==> config.mk <==
export PLATFORM = sky130hd
export DESIGN_NAME = jtag_dmi_tap
export DESIGN_NICKNAME = d
export VERILOG_FILES = /design/src/rtl/jtag_dmi_pkg.sv /design/src/rtl/jtag_tap_fsm.sv /design/src/rtl/jtag_dmi_tap.sv
export SDC_FILE = /design/constraint.sdc
export NUM_CORES = 1
export LEC_CHECK = 0
export CORE_ASPECT_RATIO = 1.1
export CORE_MARGIN = 4
export CORE_UTILIZATION = 50
export DETAILED_ROUTE_END_ITERATION = 12
export GPL_ROUTABILITY_DRIVEN = 0
export PLACE_DENSITY_LB_ADDON = 0.1
export SETUP_SLACK_MARGIN = 0.4
export SLEW_MARGIN = 20
export SYNTH_ARGS = -nofsm -noshare
export SYNTH_HDL_FRONTEND = slang
export SYNTH_SLANG_ARGS = --single-unit
==> constraint.sdc <==
create_clock -name tck_i -period 5.8 [get_ports tck_i]
set_input_delay 1.16 -clock tck_i [delete_from_list [all_inputs] [get_ports tck_i]]
set_output_delay 1.16 -clock tck_i [all_outputs]
set_load 0.01 [all_outputs]
==> src/rtl/jtag_dmi_pkg.sv <==
// rtl/jtag_dmi_pkg.sv - shared codes, states and field offsets for the JTAG DMI transport
package jtag_dmi_pkg;

  localparam logic [4:0] IR_BYPASS0   = 5'h00;
  localparam logic [4:0] IR_IDCODE    = 5'h01;
  localparam logic [4:0] IR_DTMCS     = 5'h10;
  localparam logic [4:0] IR_DMIACCESS = 5'h11;
  localparam logic [4:0] IR_BYPASS1   = 5'h1f;

  localparam int DTMCS_VERSION      = 0;
  localparam int DTMCS_ABITS        = 4;
  localparam int DTMCS_DMISTAT      = 10;
  localparam int DTMCS_IDLE         = 12;
  localparam int DTMCS_DMIRESET     = 16;
  localparam int DTMCS_DMIHARDRESET = 17;

  typedef enum logic [3:0] {
    TEST_LOGIC_RESET, RUN_TEST_IDLE,
    SELECT_DR, CAPTURE_DR, SHIFT_DR, EXIT1_DR, PAUSE_DR, EXIT2_DR, UPDATE_DR,
    SELECT_IR, CAPTURE_IR, SHIFT_IR, EXIT1_IR, PAUSE_IR, EXIT2_IR, UPDATE_IR
  } tap_state_e;

  typedef enum logic [1:0] {OP_NOP, OP_READ, OP_WRITE, OP_READ_INC} dmi_op_e;
  typedef enum logic [1:0] {STAT_OK, STAT_RSVD, STAT_FAILED, STAT_BUSY} dmi_stat_e;
  typedef enum logic [1:0] {ENG_IDLE, ENG_REQ, ENG_RSP} eng_state_e;
  typedef enum logic [1:0] {DR_BYPASS, DR_IDCODE, DR_DTMCS, DR_DMI} dr_sel_e;

endpackage

==> src/rtl/jtag_tap_fsm.sv <==
// rtl/jtag_tap_fsm.sv - IEEE 1149.1 TAP state machine with one-hot IR/DR strobes
module jtag_tap_fsm
  import jtag_dmi_pkg::*;
(
  input  logic tck_i,
  input  logic trst_,
  input  logic tms_i,
  output logic test_logic_reset,
  output logic capture_dr,
  output logic shift_dr,
  output logic update_dr,
  output logic capture_ir,
  output logic shift_ir,
  output logic update_ir
);

  tap_state_e state, state_next;

  always_ff @(posedge tck_i or posedge trst_) begin
    if (trst_) state <= TEST_LOGIC_RESET;
    else       state <= state_next;
  end

  always_comb begin
    state_next = state;
    case (state)
      TEST_LOGIC_RESET: state_next = tms_i ? TEST_LOGIC_RESET : RUN_TEST_IDLE;
      RUN_TEST_IDLE:    state_next = tms_i ? SELECT_DR : RUN_TEST_IDLE;
      SELECT_DR:        state_next = tms_i ? SELECT_IR : CAPTURE_DR;
      CAPTURE_DR:       state_next = tms_i ? EXIT1_DR  : SHIFT_DR;
      SHIFT_DR:         state_next = tms_i ? EXIT1_DR  : SHIFT_DR;
      EXIT1_DR:         state_next = tms_i ? UPDATE_DR : PAUSE_DR;
      PAUSE_DR:         state_next = tms_i ? EXIT2_DR  : PAUSE_DR;
      EXIT2_DR:         state_next = tms_i ? UPDATE_DR : SHIFT_DR;
      UPDATE_DR:        state_next = tms_i ? SELECT_DR : RUN_TEST_IDLE;
      SELECT_IR:        state_next = tms_i ? TEST_LOGIC_RESET : CAPTURE_IR;
      CAPTURE_IR:       state_next = tms_i ? EXIT1_IR  : SHIFT_IR;
      SHIFT_IR:         state_next = tms_i ? EXIT1_IR  : SHIFT_IR;
      EXIT1_IR:         state_next = tms_i ? UPDATE_IR : PAUSE_IR;
      PAUSE_IR:         state_next = tms_i ? EXIT2_IR  : PAUSE_IR;
      EXIT2_IR:         state_next = tms_i ? UPDATE_IR : SHIFT_IR;
      UPDATE_IR:        state_next = tms_i ? SELECT_DR : RUN_TEST_IDLE;
      default:          state_next = TEST_LOGIC_RESET;
    endcase
  end

  always_comb begin
    test_logic_reset = 1'b0;
    capture_dr       = 1'b0;
    shift_dr         = 1'b0;
    update_dr        = 1'b0;
    capture_ir       = 1'b0;
    shift_ir         = 1'b0;
    update_ir        = 1'b0;
    case (state)
      TEST_LOGIC_RESET: test_logic_reset = 1'b1;
      CAPTURE_DR:       capture_dr       = 1'b1;
      SHIFT_DR:         shift_dr         = 1'b1;
      UPDATE_DR:        update_dr        = 1'b1;
      CAPTURE_IR:       capture_ir       = 1'b1;
      SHIFT_IR:         shift_ir         = 1'b1;
      UPDATE_IR:        update_ir        = 1'b1;
      default: ;
    endcase
  end

endmodule

==> src/rtl/jtag_dmi_tap.sv <==
// rtl/jtag_dmi_tap.sv - JTAG TAP with IDCODE/BYPASS/DTMCS/DMIACCESS and a DMI request engine
module jtag_dmi_tap
  import jtag_dmi_pkg::*;
#(
  parameter int          IR_LENGTH    = 5,
  parameter int          AW           = 17,
  parameter int          DW           = 32,
  parameter logic [31:0] IDCODE_VALUE = 32'hdeadbeef
) (
  input  logic          tck_i,
  input  logic          trst_,
  input  logic          tms_i,
  input  logic          td_i,
  output logic          td_o,
  output logic          tdo_oe_o,
  output logic          req_valid_o,
  input  logic          req_ready_i,
  output logic          req_write_o,
  output logic [AW-1:0] req_addr_o,
  output logic [DW-1:0] req_data_o,
  input  logic          rsp_valid_i,
  output logic          rsp_ready_o,
  input  logic [DW-1:0] rsp_data_i,
  input  logic          rsp_err_i
);

  localparam int DMI_W = AW + DW + 2;
  localparam int DR_W  = (DMI_W > 32) ? DMI_W : 32;

  logic tlr, capture_dr, shift_dr, update_dr, capture_ir, shift_ir, update_ir;

  jtag_tap_fsm u_tap_fsm (
    .tck_i            (tck_i),
    .trst_            (trst_),
    .tms_i            (tms_i),
    .test_logic_reset (tlr),
    .capture_dr       (capture_dr),
    .shift_dr         (shift_dr),
    .update_dr        (update_dr),
    .capture_ir       (capture_ir),
    .shift_ir         (shift_ir),
    .update_ir        (update_ir)
  );

  logic [IR_LENGTH-1:0] ir, ir_shift;
  logic [DR_W-1:0]      dr, dr_shifted, dr_capture;
  dr_sel_e              dr_sel;
  logic [31:0]          dtmcs_rd;

  eng_state_e           eng_state, eng_next;
  dmi_stat_e            sticky, cap_stat;
  logic [AW-1:0]        last_addr;
  logic [DW-1:0]        last_rdata;
  logic                 post_inc;

  always_comb begin
    dr_sel = DR_BYPASS;
    if (ir == IR_LENGTH'(IR_IDCODE))         dr_sel = DR_IDCODE;
    else if (ir == IR_LENGTH'(IR_DTMCS))     dr_sel = DR_DTMCS;
    else if (ir == IR_LENGTH'(IR_DMIACCESS)) dr_sel = DR_DMI;
  end

  always_ff @(posedge tck_i or posedge trst_) begin
    if (trst_) begin
      ir       <= IR_LENGTH'(IR_IDCODE);
      ir_shift <= '0;
    end else begin
      if (capture_ir)    ir_shift <= IR_LENGTH'(1);
      else if (shift_ir) ir_shift <= {td_i, ir_shift[IR_LENGTH-1:1]};
      if (tlr)            ir <= IR_LENGTH'(IR_IDCODE);
      else if (update_ir) ir <= ir_shift;
    end
  end

  // A busy engine is reported on capture without being recorded as sticky.
  assign cap_stat = (eng_state != ENG_IDLE) ? STAT_BUSY : sticky;

  always_comb begin
    dtmcs_rd = '0;
    dtmcs_rd[DTMCS_VERSION +: 4] = 4'd1;
    dtmcs_rd[DTMCS_ABITS +: 6]   = 6'(AW);
    dtmcs_rd[DTMCS_DMISTAT +: 2] = sticky;
    dtmcs_rd[DTMCS_IDLE +: 3]    = 3'd1;
  end

  always_comb begin
    dr_capture = '0;
    case (dr_sel)
      DR_IDCODE: dr_capture = DR_W'(IDCODE_VALUE | 32'd1);
      DR_DTMCS:  dr_capture = DR_W'(dtmcs_rd);
      DR_DMI:    dr_capture = DR_W'({last_addr, last_rdata, cap_stat});
      default:   dr_capture = '0;
    endcase
  end

  // Each register shifts in at its own MSB so bit 0 always leads on td_o.
  always_comb begin
    dr_shifted = dr >> 1;
    case (dr_sel)
      DR_BYPASS: dr_shifted[0]       = td_i;
      DR_DMI:    dr_shifted[DMI_W-1] = td_i;
      default:   dr_shifted[31]      = td_i;
    endcase
  end

  always_ff @(posedge tck_i or posedge trst_) begin
    if (trst_)           dr <= '0;
    else if (capture_dr) dr <= dr_capture;
    else if (shift_dr)   dr <= dr_shifted;
  end

  always_ff @(negedge tck_i or posedge trst_) begin
    if (trst_) begin
      td_o     <= 1'b0;
      tdo_oe_o <= 1'b0;
    end else begin
      tdo_oe_o <= shift_ir | shift_dr;
      td_o     <= shift_ir ? ir_shift[0] : (shift_dr ? dr[0] : 1'b0);
    end
  end

  dmi_op_e       op;
  logic [AW-1:0] dmi_addr;
  logic [DW-1:0] dmi_data;
  logic          dmi_update, dmi_start, dmi_busy_hit;
  logic          dmireset, hardreset, rsp_fire;

  assign op           = dmi_op_e'(dr[1:0]);
  assign dmi_data     = dr[DW+1:2];
  assign dmi_addr     = dr[DMI_W-1:DW+2];
  assign dmi_update   = update_dr && (dr_sel == DR_DMI) && (op != OP_NOP) && (sticky == STAT_OK);
  assign dmi_start    = dmi_update && (eng_state == ENG_IDLE);
  assign dmi_busy_hit = dmi_update && (eng_state != ENG_IDLE);
  assign dmireset     = update_dr && (dr_sel == DR_DTMCS) && dr[DTMCS_DMIRESET];
  assign hardreset    = update_dr && (dr_sel == DR_DTMCS) && dr[DTMCS_DMIHARDRESET];
  assign rsp_fire     = (eng_state == ENG_RSP) && rsp_valid_i && !hardreset && !tlr;

  always_ff @(posedge tck_i or posedge trst_) begin
    if (trst_) eng_state <= ENG_IDLE;
    else       eng_state <= eng_next;
  end

  always_comb begin
    eng_next = eng_state;
    case (eng_state)
      ENG_IDLE: if (dmi_start)   eng_next = ENG_REQ;
      ENG_REQ:  if (req_ready_i) eng_next = ENG_RSP;
      ENG_RSP:  if (rsp_valid_i) eng_next = ENG_IDLE;
      default:                   eng_next = ENG_IDLE;
    endcase
    if (tlr || hardreset) eng_next = ENG_IDLE;
  end

  always_comb begin
    req_valid_o = (eng_state == ENG_REQ);
    rsp_ready_o = (eng_state == ENG_RSP);
  end

  always_ff @(posedge tck_i or posedge trst_) begin
    if (trst_) begin
      req_write_o <= 1'b0;
      req_addr_o  <= '0;
      req_data_o  <= '0;
      last_addr   <= '0;
      last_rdata  <= '0;
      post_inc    <= 1'b0;
      sticky      <= STAT_OK;
    end else begin
      if (dmi_start) begin
        req_write_o <= (op == OP_WRITE);
        req_addr_o  <= dmi_addr;
        req_data_o  <= dmi_data;
        last_addr   <= dmi_addr;
        post_inc    <= (op == OP_READ_INC);
      end
      if (rsp_fire) begin
        if (!req_write_o) last_rdata <= rsp_data_i;
        if (rsp_err_i)    sticky     <= STAT_FAILED;
        if (post_inc)     last_addr  <= req_addr_o + AW'(1);
      end
      if (dmi_busy_hit)                 sticky <= STAT_BUSY;
      if (tlr || dmireset || hardreset) sticky <= STAT_OK;
    end
  end

endmodule

Yosys cells after proc, flatten, opt, wreduce, memory -nomap -nowiden
Index checks and enable logic that the tools add are counted.
- memory bits (read-only): 0
- output and inout bits: 54
- memories: 0
- latch bits: 0
- word-level logic and storage cells: 127
- flip-flop bits (word level): 171
- memory bits (writable): 0
- input port bits: 39
- div/mod/pow operators: 0
- $lt $le $gt $ge: 0
- equal/unequal tests: 28
- bitwise logic cells: 2
- multiplexer cells: 48
- reductions and logical operators: 34
- multiply operators: 0
- $add $sub $neg: 1
- shift-type cells: 0
- operators with widths (operator ; count):
    $pmux W51 S3 ; 1
    $mux W51 ; 2
    $mux W17 ; 3
    $pmux W4 S12 ; 1
    $eq A4 B4 Y1 const B ; 8
    $mux W2 ; 15
    $mux W5 ; 4
    $add A17 B1 Y17 const B ; 1
    $eq A4 B3 Y1 const B ; 4
    $mux W4 ; 4
    $mux W1 ; 15
    $logic_and A1 B1 Y1 ; 11
    $eq A2 B2 Y1 const B ; 5
    $eq A5 B5 Y1 const B ; 2
    $reduce_bool A2 Y1 ; 5
    $eq A4 B2 Y1 const B ; 2
    $logic_not A2 Y1 ; 3
    $mux W3 ; 2
    $ne A3 B2 Y1 const B ; 2
    $pmux W2 S3 ; 1
    $reduce_bool A3 Y1 ; 2
    $reduce_or A2 Y1 ; 3
    $eq A5 B1 Y1 const B ; 1
    $eq A2 B1 Y1 const B ; 2
    other kinds (10) ; 14

Depth between registers and ports, before layout
Gate-level depths: netlist of the first run.
- word-level depth: 13
- depth in mapped cells: 8
- mapped depth without buffers: 6

Cells and area by module
Synthesis of the first run repeated with hierarchy kept, for this count alone.
- cells, all modules: 760
- area, all modules: 7808.7 sq um
- by module, submodules not included (module ; cells an instance ; instances ; area an instance (sq um) ; seq. area each (sq um)):
    jtag_dmi_tap ; 716 ; 1 ; 7435.9 ; 4180.3
    jtag_tap_fsm ; 44 ; 1 ; 372.9 ; 100.1

==> results of run 1 <==
-- power groups by stage --
stage	clock network (mW)	registers, mW	logic [mW]
finish	1.25	1.96	1.31
global route	1.31	2.02	1.46
CTS	1.27	1.95	1.32
detailed placement	0	1.97	1.31
global placement	0	1.95	1.26
floorplan	0	1.85	0.903
-- per-stage QoR --
step	power (mW)	utilization
after floorplan	2.75	-
after global placement	3.21	0.584
after detailed placement	3.28	0.584
after CTS	4.55	0.627
after global routing	4.80	0.628
final	4.52	0.628
-- tightest hold or removal path, delay by kind of cell (launching register included) --
kind,cells,cell delay [ps]
DFF,1,340
and+or+nand+nor,2,90
-- cells in the mapped netlist, types with 2 or more instances --
cell,n,area share
sky130_fd_sc_hd__nand2_1,201,0.097
sky130_fd_sc_hd__dfrtp_1,168,0.54
sky130_fd_sc_hd__o21ai_0,52,0.034
sky130_fd_sc_hd__nor2_1,49,0.024
sky130_fd_sc_hd__clkbuf_1,42,0.020
sky130_fd_sc_hd__mux2i_1,40,0.052
sky130_fd_sc_hd__nand3_1,34,0.022
sky130_fd_sc_hd__mux2_2,33,0.048
sky130_fd_sc_hd__a31oi_1,27,0.022
sky130_fd_sc_hd__a21oi_1,26,0.017
sky130_fd_sc_hd__o2111ai_1,18,0.020
sky130_fd_sc_hd__nor3_1,13,0.0084
sky130_fd_sc_hd__xor2_1,12,0.014
sky130_fd_sc_hd__inv_1,9,0.0044
sky130_fd_sc_hd__nand4_1,8,0.0065
sky130_fd_sc_hd__buf_2,7,0.0045
sky130_fd_sc_hd__buf_1,6,0.0029
sky130_fd_sc_hd__nor4_1,6,0.0048
sky130_fd_sc_hd__nor2b_1,5,0.0040
sky130_fd_sc_hd__o22ai_1,5,0.0040
sky130_fd_sc_hd__xnor2_1,4,0.0045
sky130_fd_sc_hd__and3_1,3,0.0024
sky130_fd_sc_hd__or3_1,3,0.0024
sky130_fd_sc_hd__and2_1,2,0.0016
sky130_fd_sc_hd__dfrtn_1,2,0.0065
sky130_fd_sc_hd__nand3b_1,2,0.0019
-- worst min-delay path by stage --
stage          slack [ps]              to           start  cells past startpoint
5_1_grt               480  req_data_o[25]  req_data_o[25]                      2
2_1_floorplan         450        post_inc        post_inc                      2
4_1_cts               470  req_data_o[25]  req_data_o[25]                      2
3_5_place_dp          450  req_data_o[25]  req_data_o[25]                      2
6_report              460  req_data_o[29]  req_data_o[29]                      2
3_3_place_gp          450  req_data_o[26]  req_data_o[26]                      2
-- flip-flops by register name (all words and copies together) (netlist names) --
register         cells
dr                  51
ir_shift             5
last_addr           17
last_rdata          32
req_write_o          1
ir                   5
post_inc             1
tdo_oe_o             1
sticky               2
u_tap_fsm.state      4
eng_state            2
td_o                 1
req_data_o          32
req_addr_o          17
-- layer usage --
metal  wire (µm)  up-vias
met2        9520      178
met5           0        -
met1        7980     3022
met4         308        0
met3         873       27
li1            -     2918
-- cell families after synthesis --
family          after synthesis
xor+xnor                     16
compound gates              139
fa+ha+maj                     1
simple gates                336
mux                          73
flops                       171
buf+inv                      65
-- final cells by class --
cell class | count | share of cell area
multi-input combinational | 565 | 0.343
timing repair buffer | 104 | 0.107
sequential | 171 | 0.451
tap | 196 | 0.0258
inverter | 10 | 0.00435
clock inverter | 10 | 0.0199
clock buffer | 22 | 0.0489
==> results list, run 1 <==
* Outcome: completed
- The placed instances occupy a cell area of 8830 µm².
- First-iteration detailed-routing DRC count: 480
* Peak supply drop: 0.343 mV
- Slew of the pin with the lowest slew margin: 857 ps
- Power density over cell area: 476 nW/µm²
* RSZ-0062 raised after global routing: no
- The clock reaches the later pin of the worst-skew pair after 420 ps.
- The initial utilization of the core area, before any placement, comes to 0.513.
* Syn_nets: 841
- Once routing completed, OpenROAD measured the worst setup slack at 437 ps.
* Top-level port count: 93
- The library cell used most frequently in the layout, excluding fill and tap cells, is sky130_fd_sc_hd__nand2_1.
- Of the total synthesized cell area, the portion taken by AND, OR, NAND and NOR gates is 0.188.
- The layer flagged by global routing as most heavily used is met2.
- Post-Place Worst Slack: 833 ps
- Buffers inserted during clock tree synthesis total 17.
* Non-filler cells, final: 1078
* Total iterations of the first detailed-routing run: 5
- Averaged over all synthesized cells, the footprint is 9.68 µm².
- Slew Limit Headroom: 0.427
- Global routing finished with a remaining overflow of 0.
- Including well taps, the total number of placed cells is 1046.
* FF+latch area: 4280 µm²
- The slowest stage of the critical path is the sky130_fd_sc_hd__clkdlybuf4s50_1 cell.
- After clock tree synthesis, the clock-pin slew on the worst setup and hold paths is 60 ps.
- Critical path type: reg -> out
* DR vias/cell: 5.70
- Worst setup slack for register-to-register paths: 1290 ps
- In this run, synthesis inferred 0 flip-flops with an integrated enable.
- Depth of the worst register-to-register path: 3
- TritonCTS built the clock tree.
- The number of antenna diodes in the final layout is 0.
* Peak per-stage delay on the critical path: 530 ps
- The synthesized netlist occupies a cell area of 7750 µm².
* Post-synthesis mux area share: 0.0995
* Worst min-delay path class: reg -> reg
- In this run the power spent charging and discharging nets is 1.54 mW.
* Start point of the critical path: td_o
- Number of placement rows: 47
- Buffers added to address setup during post-CTS repair amount to 0.
- Final cell area excluding filler cells: 9490 µm²
* Worst r2r dst: td_o
- Largest net degree at the start of global routing: 84
- Category of the worst setup path capture point: output port
- Synthesis produced 801 cells.
- Of all flip-flops after synthesis, the portion carrying an async set or reset was 1.00.
* Maximum root-to-sink buffer count: 2
- Int Power: 2.98 mW
* Largest clock skew in the final design: 25.3 ps
- By area, the combinational part of the netlist is dominated by simple AND/OR/NAND/NOR gates.
- Routing usage on met3: 0.0420
* Flop and latch count out of synthesis: 171
- During synthesis, Yosys emitted a total of 0 warnings.
- IO Port Bufs: 92
- In this design, the largest share of critical-path delay is due to buffers and inverters.
* Hold Vio Cnt, Final: 0
- The library cells used most frequently in the layout, excluding fill and tap cells, are 201 x sky130_fd_sc_hd__nand2_1, 168 x sky130_fd_sc_hd__dfrtp_1, 91 x sky130_fd_sc_hd__clkdlybuf4s50_1.
- Combinational Power Share: 0.290
- The share of the Yosys chip area taken by registers is 0.552.
* Hold buffer count at cts: 0
- Sw Ratio: 0.341
- Setup total negative slack on the finished layout was measured at 0 ps.
* Core area: 15100 µm²
* Final number of setup-violating endpoints: 0
* Count of cell types in the netlist: 50
- Slew Limit Fails: 0
- Crit path capture: td_o
- WP data required: 4640 ps
* Number of max-capacitance violations reported: 0
* Vias in the first global route: 6214
- The area growth from synthesis to layout is 22.3%.
- Signal arrival time at the worst endpoint: 4200 ps
- Die X-Extent: 127 µm
- The complex-gate fraction of the synthesized area came to 0.108.
* Per-cell routed wire length: 17.3 µm
- Gates resized, CTS repair: 0
* Drt total wl: 18.7 mm
- STA classifies the critical path startpoint as a flip-flop.
- CP max FO: 1
- Final routed DRC violation total: 0
- Root buffer selected by CTS: sky130_fd_sc_hd__clkbuf_16
- In this run the number of cells on the critical path is 1.
- In the global route stage, overall resource usage came out at 0.218.
- Detailed-placement wirelength estimate: 12.1 mm
* Dominant register cell in the synthesized netlist: sky130_fd_sc_hd__dfrtp_1
* Relative contribution of the clock network to total power: 0.276
* CP Buf/Inv Count: 1
- First-pass GRT wire length: 31.0 mm
- The share of total power dissipated in sequential elements is 0.434.
- In this run the static leakage power is 4.37 nW.
- From bottom edge to top edge, the die measures 139 µm.
* Clock sink count: 171
- The multi-input combinational cells in the finished layout cover a total of 3250 µm².
* Adder-Cell Fraction of Synth Area: 0.00161
- The worst register-to-register path begins at u_tap_fsm.state[3].
* Fraction of final layout cells sized beyond drive strength 1: 0.0941
- Antenna violations before repair: 0
- Depth of the CTS H-tree: 4
- Walking the worst path, the cells encountered are clkdlybuf4s50_1.
- At the end of the flow, the number of nets in the layout was 909.
* Area of the die: 17600 µm²
- Routing usage on met2: 0.362
- Worst hold slack across all endpoints: 464 ps
- In the global route stage, met1 resource usage came out at 0.284.
- The routed layout has 6145 vias.
- Number of fillers in the final layout: 1238
* Share of the synthesized netlist area taken by xor and xnor gates: 0.0181
- Detail Route Antenna Nets: 0
(Power assumes the default switching activity.)
==> inputs of run 2 (changes only) <==
- PLACE_DENSITY: default -> 0.76
- PLACE_DENSITY_LB_ADDON: 0.1 -> default
- SETUP_SLACK_MARGIN: 0.4 -> 0.3
==> results list, run 2 (synthesized netlist as in run 1, its figures left out) <==
- Wires add up to 18.4 mm.
* Height of the chip: 139 µm
* Slew of the pin with the lowest slew margin: 946 ps
* Post-Place Worst Slack: 836 ps
* Maximum root-to-sink buffer count: 2
* Cell total after placement: 1047
- Hold Vio Cnt, Final: 0
* Starting density of the core: 0.513
* Clock sink count: 171
- Entering global routing, the biggest net connects 170 pins.
- Buffers added to address setup during post-CTS repair amount to 0.
* Share of total power in sequential cells: 0.435
- Peak per-stage delay on the critical path: 530 ps
- Power density over cell area: 476 nW/µm²
- In this run the tightest slew margin relative to its limit is 0.369.
* Combinational Power Share: 0.289
* Number of max-capacitance violations reported: 0
- The worst-case IR drop observed on VDD is 0.293 mV.
- Ranked by flip-flop count, first place goes to dr.
- In this run the worst path has a maximum fanout of 1.
* Per-cell routed wire length: 17.1 µm
* Number of fillers in the final layout: 1234
* Outcome: completed
* WP data required: 4640 ps
- Clock tree from TritonCTS: built
- In this run the number of H-tree levels came out at 4.
- Clock slew seen by the registers of the worst setup and hold paths: 60 ps
- Total CTS buffers: 17
* Worst setup slack for register-to-register paths: 1300 ps
- Worst min-delay path class: reg -> reg
* DR vias/cell: 5.69
- The largest registers in the layout are dr: 51 flops, last_rdata: 32 flops, req_data_o: 32 flops.
- Critical Path, Cell by Cell: clkdlybuf4s50_1
- After clock tree synthesis, the flow added hold-fix buffers numbering 0.
- Leaving out filler cells and counting taps, the final layout contains 1079.
- Category of the worst setup path capture point: output port
* Int Power: 2.98 mW
* Gates resized, CTS repair: 0
* Die X-Extent: 127 µm
* Antenna diode count: 0
- Detailed-placement wirelength estimate: 11.6 mm
- For this block, the initial DRC count from the detailed router was 619.
* Area added between synthesis and finish: 22.5%
- Final number of setup-violating endpoints: 0
* Max FFs per register: 51
- Net switching power figure: 1.53 mW
- For this run, the total global-route usage over all layers was measured as 0.218.
- Sw Ratio: 0.340
* Final cell area excluding filler cells: 9500 µm²
* Final worst setup slack: 423 ps
- The floorplan has 47 rows.
- Detail Route Antenna Nets: 0
* Total iterations of the first detailed-routing run: 5
- Total number of vias: 6140
* Most common library cell in the layout ignoring fill and taps: sky130_fd_sc_hd__nand2_1
- Post-layout net count: 910
- Clock insertion delay at the later pin of the skew report: 430 ps
- The top cell types in the final layout, fill and taps aside, are 201 x sky130_fd_sc_hd__nand2_1, 168 x sky130_fd_sc_hd__dfrtp_1, 92 x sky130_fd_sc_hd__clkdlybuf4s50_1.
- The first global-routing pass estimated 31.1 mm of wire.
* Placed inst area: 8840 µm²
- The share of total power dissipated in the clock network is 0.276.
- The sequential cells in the finished layout cover a total of 4280 µm².
- Summing internal, switching and leakage power gives 4.52 mW.
- Setup repair after global routing left no endpoint under its margin.
- Worst hold slack across all endpoints: 468 ps
* Leakage power total: 4.38 nW
- Largest clock skew in the final design: 25.1 ps
* Vias in the first global route: 6058
- Area of the die: 17600 µm²
- Signal arrival time at the worst endpoint: 4220 ps
- The critical path is of the reg -> out type.
* Core area: 15100 µm²
- Area used by multi-input combinational logic: 3250 µm²
- Crit path max-delay family: buffers and inverters
* Top-level port count: 93
* Worst setup SP type: flip-flop
- For this run, design rule violations remaining after detail routing come to 0.
- CP Buf/Inv Count: 1
- In the final layout, the share of cells above drive strength 1 is 0.0951.
- Antenna violations before repair: 0
- Root buffer selected by CTS: sky130_fd_sc_hd__clkbuf_16
- The count of pins over their slew limit is 0.
* IO Port Bufs: 92
- Master of the slowest instance on the critical path: sky130_fd_sc_hd__clkdlybuf4s50_1
- Congestion Overflow GR: 0
-- run 2: changes by cell type in the layout (fill, tap and decap cells not counted), sizes merged --
| cell | before | now |
|---|---|---|
| clkinv | 2 | 5 |
| clkinvlp | 5 | 2 |
| buf | 12 | 13 |
| clkdlybuf4s50 | 91 | 92 |
| dlymetal6s2s | 1 | 0 |
-- run 2: layer usage --
layer  share of wire  GRT usage  wire (µm)  vias to the layer above
met1            0.45      0.311       8300                     3019
met4           0.022     0.0807        409                        0
met3           0.045     0.0366        826                       30
met5               0          0          0                        -
li1                -          -          -                     2914
met2            0.48      0.339       8860                      177
-- run 2: area by class of cell --
cell class / count / share of cell area
multi-input combinational: 565 / 0.342
inverter: 10 / 0.00435
tap: 196 / 0.0258
sequential: 171 / 0.451
clock inverter: 10 / 0.0199
timing repair buffer: 105 / 0.109
clock buffer: 22 / 0.0489
-- run 2: power groups by stage --
stage / clock, mW / combinational, mW / sequential (mW)
after floorplan: 0 / 0.903 / 1.85
after global placement: 0 / 1.27 / 1.96
after detailed placement: 0 / 1.30 / 1.97
after CTS: 1.27 / 1.31 / 1.96
after global routing: 1.32 / 1.46 / 2.02
final: 1.25 / 1.31 / 1.97
-- run 2: final timing paths --
check                                    from              to  depth (start not counted)
hold / removal                 req_data_o[23]  req_data_o[23]                          2
max in group asynchronous               trst_            td_o                          2
min in group asynchronous               trst_  req_addr_o[14]                          3
setup / recovery                         td_o            td_o                          1
setup reg to reg           u_tap_fsm.state[3]            td_o                          3
hold reg to reg                req_data_o[23]  req_data_o[23]                          2
-- run 2: metrics by stage --
step	util	TNS, ps
finish	0.628	0
global route	0.628	0
CTS	0.628	0
detailed placement	0.585	0
global placement	0.585	0
floorplan	-	-648
